<file path="config.mk">
export PLATFORM = sky130hd
export DESIGN_NAME = seg_scan_driver
export DESIGN_NICKNAME = d
export VERILOG_FILES = /design/src/rtl/seg_scan_driver.sv
export SDC_FILE = /design/constraint.sdc
export NUM_CORES = 1
export LEC_CHECK = 0
export ABC_AREA = 1
export BUFFER_PORTS_ARGS = -buffer_cell sky130_fd_sc_hd__clkbuf_2
export CORE_ASPECT_RATIO = 1.75
export CORE_MARGIN = 2
export CORE_UTILIZATION = 59
export CTS_CLUSTER_DIAMETER = 60
export DETAILED_ROUTE_END_ITERATION = 10
export HOLD_SLACK_MARGIN = 0.12
export PLACE_DENSITY = 0.79
export SLEW_MARGIN = 20
export SYNTH_ARGS = -nofsm -noshare
export SYNTH_HDL_FRONTEND = slang
export SYNTH_SLANG_ARGS = --single-unit
</file>
<file path="constraint.sdc">
create_clock -name clk -period 2.51 [get_ports clk]
set_input_delay 0.1255 -clock clk [delete_from_list [all_inputs] [get_ports clk]]
set_output_delay 0.1255 -clock clk [all_outputs]
set_load 0.05 [all_outputs]
</file>
<file path="src/rtl/seg_scan_driver.sv">
// -----------------------------------------------------------------------------
// seg_scan_driver
// Display back-end of the SpeedTracker CPLD.
//
// A binary speed value is accepted through a valid/ready handshake. A
// sequential double-dabble engine turns it into four BCD digits, which are
// then shown on a 4-digit multiplexed common-anode 7-segment display. The
// digit scan is paced by rising edges of clk_div4. That signal is sampled in
// the clk domain as an enable and is never used as a clock.
//
// Ports:
//   clk          system clock
//   rst          asynchronous active-high reset
//   clk_div4     divided clock; each rising edge is one scan tick
//   speed_in     14-bit binary speed value (0..16383)
//   speed_valid  speed_in is valid
//   speed_ready  converter idle and able to accept a value
//   seg_n        segments {g,f,e,d,c,b,a}, active-low
//   dp_n         decimal point, active-low, held off
//   an_n         digit anodes, active-low one-hot, an_n[0] = least significant
//   overflow     displayed value exceeded 9999
// -----------------------------------------------------------------------------
module seg_scan_driver #(
    parameter int SCAN_TICKS = 256,
    parameter bit BLANK_LZ   = 1'b1
) (
    input  logic        clk,
    input  logic        rst,
    input  logic        clk_div4,
    input  logic [13:0] speed_in,
    input  logic        speed_valid,
    output logic        speed_ready,
    output logic [6:0]  seg_n,
    output logic        dp_n,
    output logic [3:0]  an_n,
    output logic        overflow
);

    localparam int DW = (SCAN_TICKS > 1) ? $clog2(SCAN_TICKS) : 1;
    localparam logic [DW-1:0] DWELL_LAST = DW'(SCAN_TICKS - 1);

    typedef enum logic [1:0] {
        S_IDLE   = 2'b00,
        S_CONV   = 2'b01,
        S_COMMIT = 2'b10
    } state_t;

    state_t          r_state;
    state_t          w_next;
    logic [13:0]     r_bin;
    logic [15:0]     r_bcd;
    logic [3:0]      r_iter;
    logic            r_ovf_pend;
    logic [15:0]     r_disp;
    logic            r_overflow;
    logic            r_div_q;
    logic [DW-1:0]   r_dwell;
    logic [1:0]      r_idx;
    logic [3:0]      r_an_n;
    logic            w_tick;
    logic [15:0]     w_bcd_adj;
    logic [3:0]      w_digit;
    logic            w_blank;

    // Add 3 to every BCD nibble that is 5 or more (double-dabble correction).
    function automatic logic [15:0] bcd_adjust(input logic [15:0] b);
        logic [15:0] r;
        r = b;
        for (int k = 0; k < 4; k++) begin
            if (r[4*k +: 4] >= 4'd5) begin
                r[4*k +: 4] = r[4*k +: 4] + 4'd3;
            end else begin
                r[4*k +: 4] = r[4*k +: 4];
            end
        end
        return r;
    endfunction

    // Active-low gfedcba pattern of one decimal digit; non-BCD codes go dark.
    function automatic logic [6:0] seg_decode(input logic [3:0] d);
        logic [6:0] s;
        case (d)
            4'd0:    s = 7'b1000000;
            4'd1:    s = 7'b1111001;
            4'd2:    s = 7'b0100100;
            4'd3:    s = 7'b0110000;
            4'd4:    s = 7'b0011001;
            4'd5:    s = 7'b0010010;
            4'd6:    s = 7'b0000010;
            4'd7:    s = 7'b1111000;
            4'd8:    s = 7'b0000000;
            4'd9:    s = 7'b0010000;
            default: s = 7'b1111111;
        endcase
        return s;
    endfunction

    // Converter state register.
    always_ff @(posedge clk or posedge rst) begin
        if (rst) begin
            r_state <= S_IDLE;
        end else begin
            r_state <= w_next;
        end
    end

    // Converter next-state logic: accept, 14 shift iterations, commit.
    always_comb begin
        w_next = r_state;
        case (r_state)
            S_IDLE: begin
                if (speed_valid) begin
                    w_next = S_CONV;
                end else begin
                    w_next = S_IDLE;
                end
            end
            S_CONV: begin
                if (r_iter == 4'd13) begin
                    w_next = S_COMMIT;
                end else begin
                    w_next = S_CONV;
                end
            end
            S_COMMIT: w_next = S_IDLE;
            default:  w_next = S_IDLE;
        endcase
    end

    // Converter outputs: ready only while idle.
    always_comb begin
        speed_ready = 1'b0;
        case (r_state)
            S_IDLE:  speed_ready = 1'b1;
            default: speed_ready = 1'b0;
        endcase
    end

    assign w_bcd_adj = bcd_adjust(r_bcd);

    // Double-dabble datapath: capture on accept, correct-and-shift while converting.
    always_ff @(posedge clk or posedge rst) begin
        if (rst) begin
            r_bin      <= 14'd0;
            r_bcd      <= 16'd0;
            r_iter     <= 4'd0;
            r_ovf_pend <= 1'b0;
        end else begin
            case (r_state)
                S_IDLE: begin
                    if (speed_valid) begin
                        r_bin      <= speed_in;
                        r_bcd      <= 16'd0;
                        r_iter     <= 4'd0;
                        r_ovf_pend <= (speed_in > 14'd9999);
                    end else begin
                        r_bin <= r_bin;
                    end
                end
                S_CONV: begin
                    {r_bcd, r_bin} <= {w_bcd_adj, r_bin} << 1;
                    r_iter         <= r_iter + 4'd1;
                end
                default: begin
                    r_bin <= r_bin;
                end
            endcase
        end
    end

    // Display register: loaded once per conversion in COMMIT.
    always_ff @(posedge clk or posedge rst) begin
        if (rst) begin
            r_disp     <= 16'd0;
            r_overflow <= 1'b0;
        end else if (r_state == S_COMMIT) begin
            r_disp     <= r_bcd;
            r_overflow <= r_ovf_pend;
        end else begin
            r_disp     <= r_disp;
            r_overflow <= r_overflow;
        end
    end

    // div_q resets high so that a clk_div4 already high at reset release
    // does not count; the first tick needs a genuine 0->1 transition.
    assign w_tick = clk_div4 & ~r_div_q;

    // Scan timing: edge detect, dwell count and digit index / anode select.
    always_ff @(posedge clk or posedge rst) begin
        if (rst) begin
            r_div_q <= 1'b1;
            r_dwell <= '0;
            r_idx   <= 2'd0;
            r_an_n  <= 4'b1110;
        end else begin
            r_div_q <= clk_div4;
            if (w_tick) begin
                if (r_dwell == DWELL_LAST) begin
                    r_dwell <= '0;
                    r_idx   <= r_idx + 2'd1;
                    r_an_n  <= ~(4'b0001 << (r_idx + 2'd1));
                end else begin
                    r_dwell <= r_dwell + {{(DW-1){1'b0}}, 1'b1};
                end
            end else begin
                r_dwell <= r_dwell;
            end
        end
    end

    // Select the lit digit and decide whether it is a blanked leading zero.
    always_comb begin
        w_digit = 4'd0;
        w_blank = 1'b0;
        case (r_idx)
            2'd0: begin
                w_digit = r_disp[3:0];
                w_blank = 1'b0;
            end
            2'd1: begin
                w_digit = r_disp[7:4];
                w_blank = BLANK_LZ && (r_disp[15:4] == 12'd0);
            end
            2'd2: begin
                w_digit = r_disp[11:8];
                w_blank = BLANK_LZ && (r_disp[15:8] == 8'd0);
            end
            2'd3: begin
                w_digit = r_disp[15:12];
                w_blank = BLANK_LZ && (r_disp[15:12] == 4'd0);
            end
            default: begin
                w_digit = 4'd0;
                w_blank = 1'b0;
            end
        endcase
    end

    // Segment drive: overflow dash beats blanking, which beats the digit.
    always_comb begin
        seg_n = 7'b1111111;
        if (r_overflow) begin
            seg_n = 7'b0111111;
        end else if (w_blank) begin
            seg_n = 7'b1111111;
        end else begin
            seg_n = seg_decode(w_digit);
        end
    end

    assign an_n     = r_an_n;
    assign overflow = r_overflow;
    assign dp_n     = 1'b1;

endmodule

</file>
* Yosys cells after proc, flatten, opt, wreduce, memory -nomap -nowiden
Memory sizes are Yosys's and may differ from the RTL's. Index checks and enable logic that the tools add are counted.
Storage, ports and cells: register bits 69, ROM bits 112, word-level logic and storage cells 64, memories kept 1
Operators by class: add/sub/neg operators 7, order comparisons 5, equal/unequal tests 8, shift-type cells 1, mux-type cells 19, bitwise gates (word level) 3, reduce and logical (&&, ||, !) cells 9
Memory list:
- (no name shown) | words 16, width 7, rd ports 1, clocked after memory_dff 0, write ports 0, line 82 | case (d)
Operators with widths (number):
- $pmux 16 s2 | 1
- $pmux 14 s2 | 1
- $ge 4x3->1 const B | 4
- $mux 16 | 1
- $mux 4 | 4
- $pmux 4 s4 | 1
- $gt 14x14->1 const B | 1
- $mux 14 | 1
- $mux 7 | 2
- $add 4x2->4 const B | 3
- $logic_not 12->1 | 1
- $add 8x1->8 const B | 1
- $eq 8x8->1 const B | 1
- $logic_not 8->1 | 1
- $mux 8 | 1
- $pmux 4 s2 | 1
- $eq 2x2->1 const B | 3
- $reduce_and 2->1 | 3
- $add 4x1->4 const B | 1
- $eq 2x1->1 const B | 2
- $eq 4x4->1 const B | 1
- $logic_not 2->1 | 2
- $logic_not 4->1 | 1
- $not 4->4 | 1
- other kinds (12) | 13

* Logic depth before layout (Yosys ltp)
An unclocked memory read counts as a cell.
depth after elaboration 5, mapped depth 12, gate-level depth less buffers 12

* Worst setup path before layout
Ideal clock, no wire load.
kind register to output, start point register r_idx[0], end point output seg_n[1], data arrival time 1976 ps, required time 2385 ps, slack 409 ps, cell stages (with the launch flop) 11, path buffers 0, path through dfrtp_1 -> inv_1 -> ha_1 -> nand2_1 -> nand2_1 -> nor2_1 -> nor2_2 -> inv_2 -> ha_1 -> or2_0 -> nand3_1
Between the ends: longest elaborated chain between the ends 5
RTL lines:
- from (decl) | line 58 | logic [1:0] r_idx;
- from (signal assigned) | line 201 | r_idx <= r_idx + 2'd1;
- $eq 2x2->1, or another cell as far along | line 216 | case (r_idx)
- $pmux 4 s4 | line 216
- $mem_v2 16x7
- $mux 7 * | line 245 | end else if (w_blank) begin
- $mux 7 * | line 243 | if (r_overflow) begin
- to (decl) | line 33 | output logic [6:0] seg_n,
Every way passes the cells marked *; elsewhere a longest branch is shown, timed or not.

* Final worst setup path
Same ends and word-level chain as after synthesis.

==> flow_summary.yaml <==
worst_setup_path:
  required_ns: 2.38
  cp.arrival_ns: 2.25
  critPathKind: "flip-flop to output port"
  cp-end-kind: "output port"
  cp_max_fo: 8
  start_kind: "flip-flop"
cts:
  cts_made_buffers: 9
  worstSkewPairLatency_ns: 0.34
  cts.path.max_buffers: 2
  clk_pin_slew_ns: 0.07
  cts.htree.levels: 3
  cts_tree: "yes"
  numClockSinks: 69
  cts-root-buf: "clkbuf_8"
timing:
  slew_headroom_pct: 41.3
  worst_slew_pin_slew_ns: 0.879
  fin_crit_sh_pct: 94.7
  tns_ns: 0
  slew_viol_final: 0
  period_needed_ns: 2.38
  setup_violations: 0
  fmax_ghz: 0.421
  hold_viol: 0
  skew_ns: 0.00500
cells_and_area:
  syn_to_final_growth_pct: 17.1
  num-fill-cells: 448
  n_antenna_cell: 0
  stdcell_count: 567
  drive_above_1_share_pct: 21.8
  final_cell_mix: "104 x nand2_1, 65 x dfrtp_1, 42 x inv_1"
  final_common_cell: "nand2_1"
  nets: 519
route:
  first_pass_iters: 4
  avgRoutedWirePerCell_um: 13.3
  wirelength_mm: 7.53
  drc: 0
  vias_per_cell: 5.41
  drt_iter0_markers: 167
  ant_nets: 0
  vias: 3070
yosys:
  async_reset_ff_share_pct: 100
  synthMuxAreaShare_pct: 0.578
  syn_area_per_cell_um2: 8.58
  synth-edff-count: 0
  synth_compound_area_share_pct: 16.2
  ys_seq_area_share_pct: 47.0
  synthesis.area_mm2: 0.00368
  synthDominantCellAreaShare_pct: 44.2
  syn_inst: 429
  synth-adder-area-share_pct: 6.46
  yosys.area.top_type: "dfrtp_1"
  synth_xor_area_share_pct: 1.19
  yosys-top-cells-area: "dfrtp_1 44%, nand2_1 11%, ha_1 6.5%, inv_1 4.6%, o21ai_0 4.1%"
  ys_types: 41
  syn_nets: 466
  synthFlopType: "dfrtp_1"
  ys_warn_count: 0
  synth_seq_cells: 69
  synth_top_family_by_area: "simple AND/OR/NAND/NOR gates"
  synth_simple_gate_area_share_pct: 20.4
floorplan:
  start_util_pct: 60.0
  coreArea_mm2: 0.00613
  io-pin-count: 32
  dieWidth_um: 63.7
  dieHeight_um: 108
  dieArea_mm2: 0.00691
  rows: 38
placement:
  hpwlAfterDp_mm: 5.11
  io_buffers: 30
  dp_cells: 530
  gp_congestion: 0.921
job:
  cap_viol_max_count: 0
power_and_ir_drop:
  ir_drop_v: 0.000680
  powerDensity_mw_per_mm2: 1120
  leakage_nw: 2.14
global_routing:
  grt_max_degree: 70
  grt-ovfl-total: 0
  grt_first_pass_wirelength_mm: 13.1
  antenna_found_initial: 0
  track_usage_pct: 24.3
  grt_pass1_vias: 3118
min_path:
  min_path_type: "input port to flip-flop"
outcome:
  run_status: "finished clean"
-- synthesized netlist by cell type, types with 4 or more instances --
cell,n
nand2_1,104
dfrtp_1,65
inv_1,45
o21ai_0,30
nand3_1,24
o21ai_1,20
ha_1,19
a21oi_1,18
nor2_1,16
inv_2,9
o21ai_2,9
a21oi_2,6
o211ai_1,6
o22ai_1,5
buf_6,4
dfstp_2,4
nand4_1,4
nor2_4,4
-- critical path, cell delays in order, from the launching register on --
cell	delay [ns]
dfrtp_1	0.41
inv_2	0.15
ha_4	0.16
inv_2	0.06
nand2_1	0.07
nor2_1	0.05
nor2_2	0.15
inv_2	0.09
ha_4	0.24
or2_1	0.23
nand3_1	0.12
buf_6	0.17
-- worst paths after layout --
check / slack [ns] / startpoint / depth (start not counted) / to
max: 0.13 / r_idx[0]$_DFFE_PP0P_ / 11 / seg_n[1]
min: 0.29 / speed_valid / 3 / r_state[0]$_DFF_PP0_
max reg2reg: 0.79 / r_state[1]$_DFF_PP0_ / 6 / r_bin[13]$_DFFE_PP0P_
min reg2reg: 0.49 / an_n[1]$_DFFE_PP1P_ / 2 / an_n[1]$_DFFE_PP1P_
max in group asynchronous: 1.40 / rst / 4 / r_bcd[2]$_DFFE_PP0P_
min in group asynchronous: 0.57 / rst / 4 / r_iter[1]$_DFFE_PP0P_
-- cell type report --
type                            count  area [um^2]  area share, %
Timing Repair Buffer               53          374           8.68
Clock buffer                       12          155           3.60
Sequential cell                    69         1730           40.2
Tap cell                           80          100           2.32
Multi-Input combinational cell    292         1710           39.6
Inverter                           57          219           5.08
Clock inverter                      4         22.5          0.522
-- where the power goes --
part           internal (mW)  total (mW)  switching [mW]  leakage [nW]
clock network          0.408       0.807           0.399        0.0921
logic                  0.781        2.17            1.39          1.23
registers               1.54        1.86           0.322         0.815
total                   2.73        4.84            2.11          2.14
-- what timing repair did --
item	CTS	global route
hold buffers	16	0
endpoints found under the setup margin	3	7
gates resized for setup	8	12
endpoints found under the hold margin	81	0
pin swaps	0	2
setup buffers	1	4
-- metrics by stage --
| step | hold slack (ns) | util, % | worst slack [ns] | power (mW) | instance area [um^2] |
|---|---|---|---|---|---|
| 3_5_place_dp | 0.231 | 63.1 | 0.274 | 3.97 | 3870 |
| 6_report | 0.295 | 70.3 | 0.132 | 4.84 | 4310 |
| 3_3_place_gp | 0.227 | 63.1 | 0.350 | 3.87 | 3870 |
| 2_1_floorplan | 0.130 | - | 0.409 | 3.53 | 3680 |
| 5_1_grt | 0.328 | 70.3 | -0.0338 | 5.26 | 4310 |
| 4_1_cts | 0.269 | 69.2 | 0.00982 | 4.81 | 4240 |
-- cell families after synthesis --
kind of cell / count (synthesis)
other: 1
AO/OA/AOI/OAI: 99
multiplexers: 2
adder cells (fa/ha/maj): 19
AND/OR/NAND/NOR: 166
buffers and inverters: 68
XOR/XNOR: 5
flip-flops: 69
-- flip-flops by register name, indices dropped and copies added, names as in the netlist --
| name | count |
|---|---|
| r_iter | 4 |
| r_bin | 14 |
| r_bcd | 16 |
| r_dwell | 8 |
| r_state | 2 |
| overflow | 1 |
| r_idx | 2 |
| r_ovf_pend | 1 |
| r_disp | 16 |
| an_n | 4 |
| r_div_q | 1 |
-- routing by layer --
layer	vias to the layer above	GRT usage, %	routed length (um)
li1	1504	-	-
met1	1474	26.1	2990
met2	75	43.8	4080
met3	17	4.58	235
met4	0	14.1	225
met5	-	0	0
No activity file was read; power rests on OpenSTA's default activity.
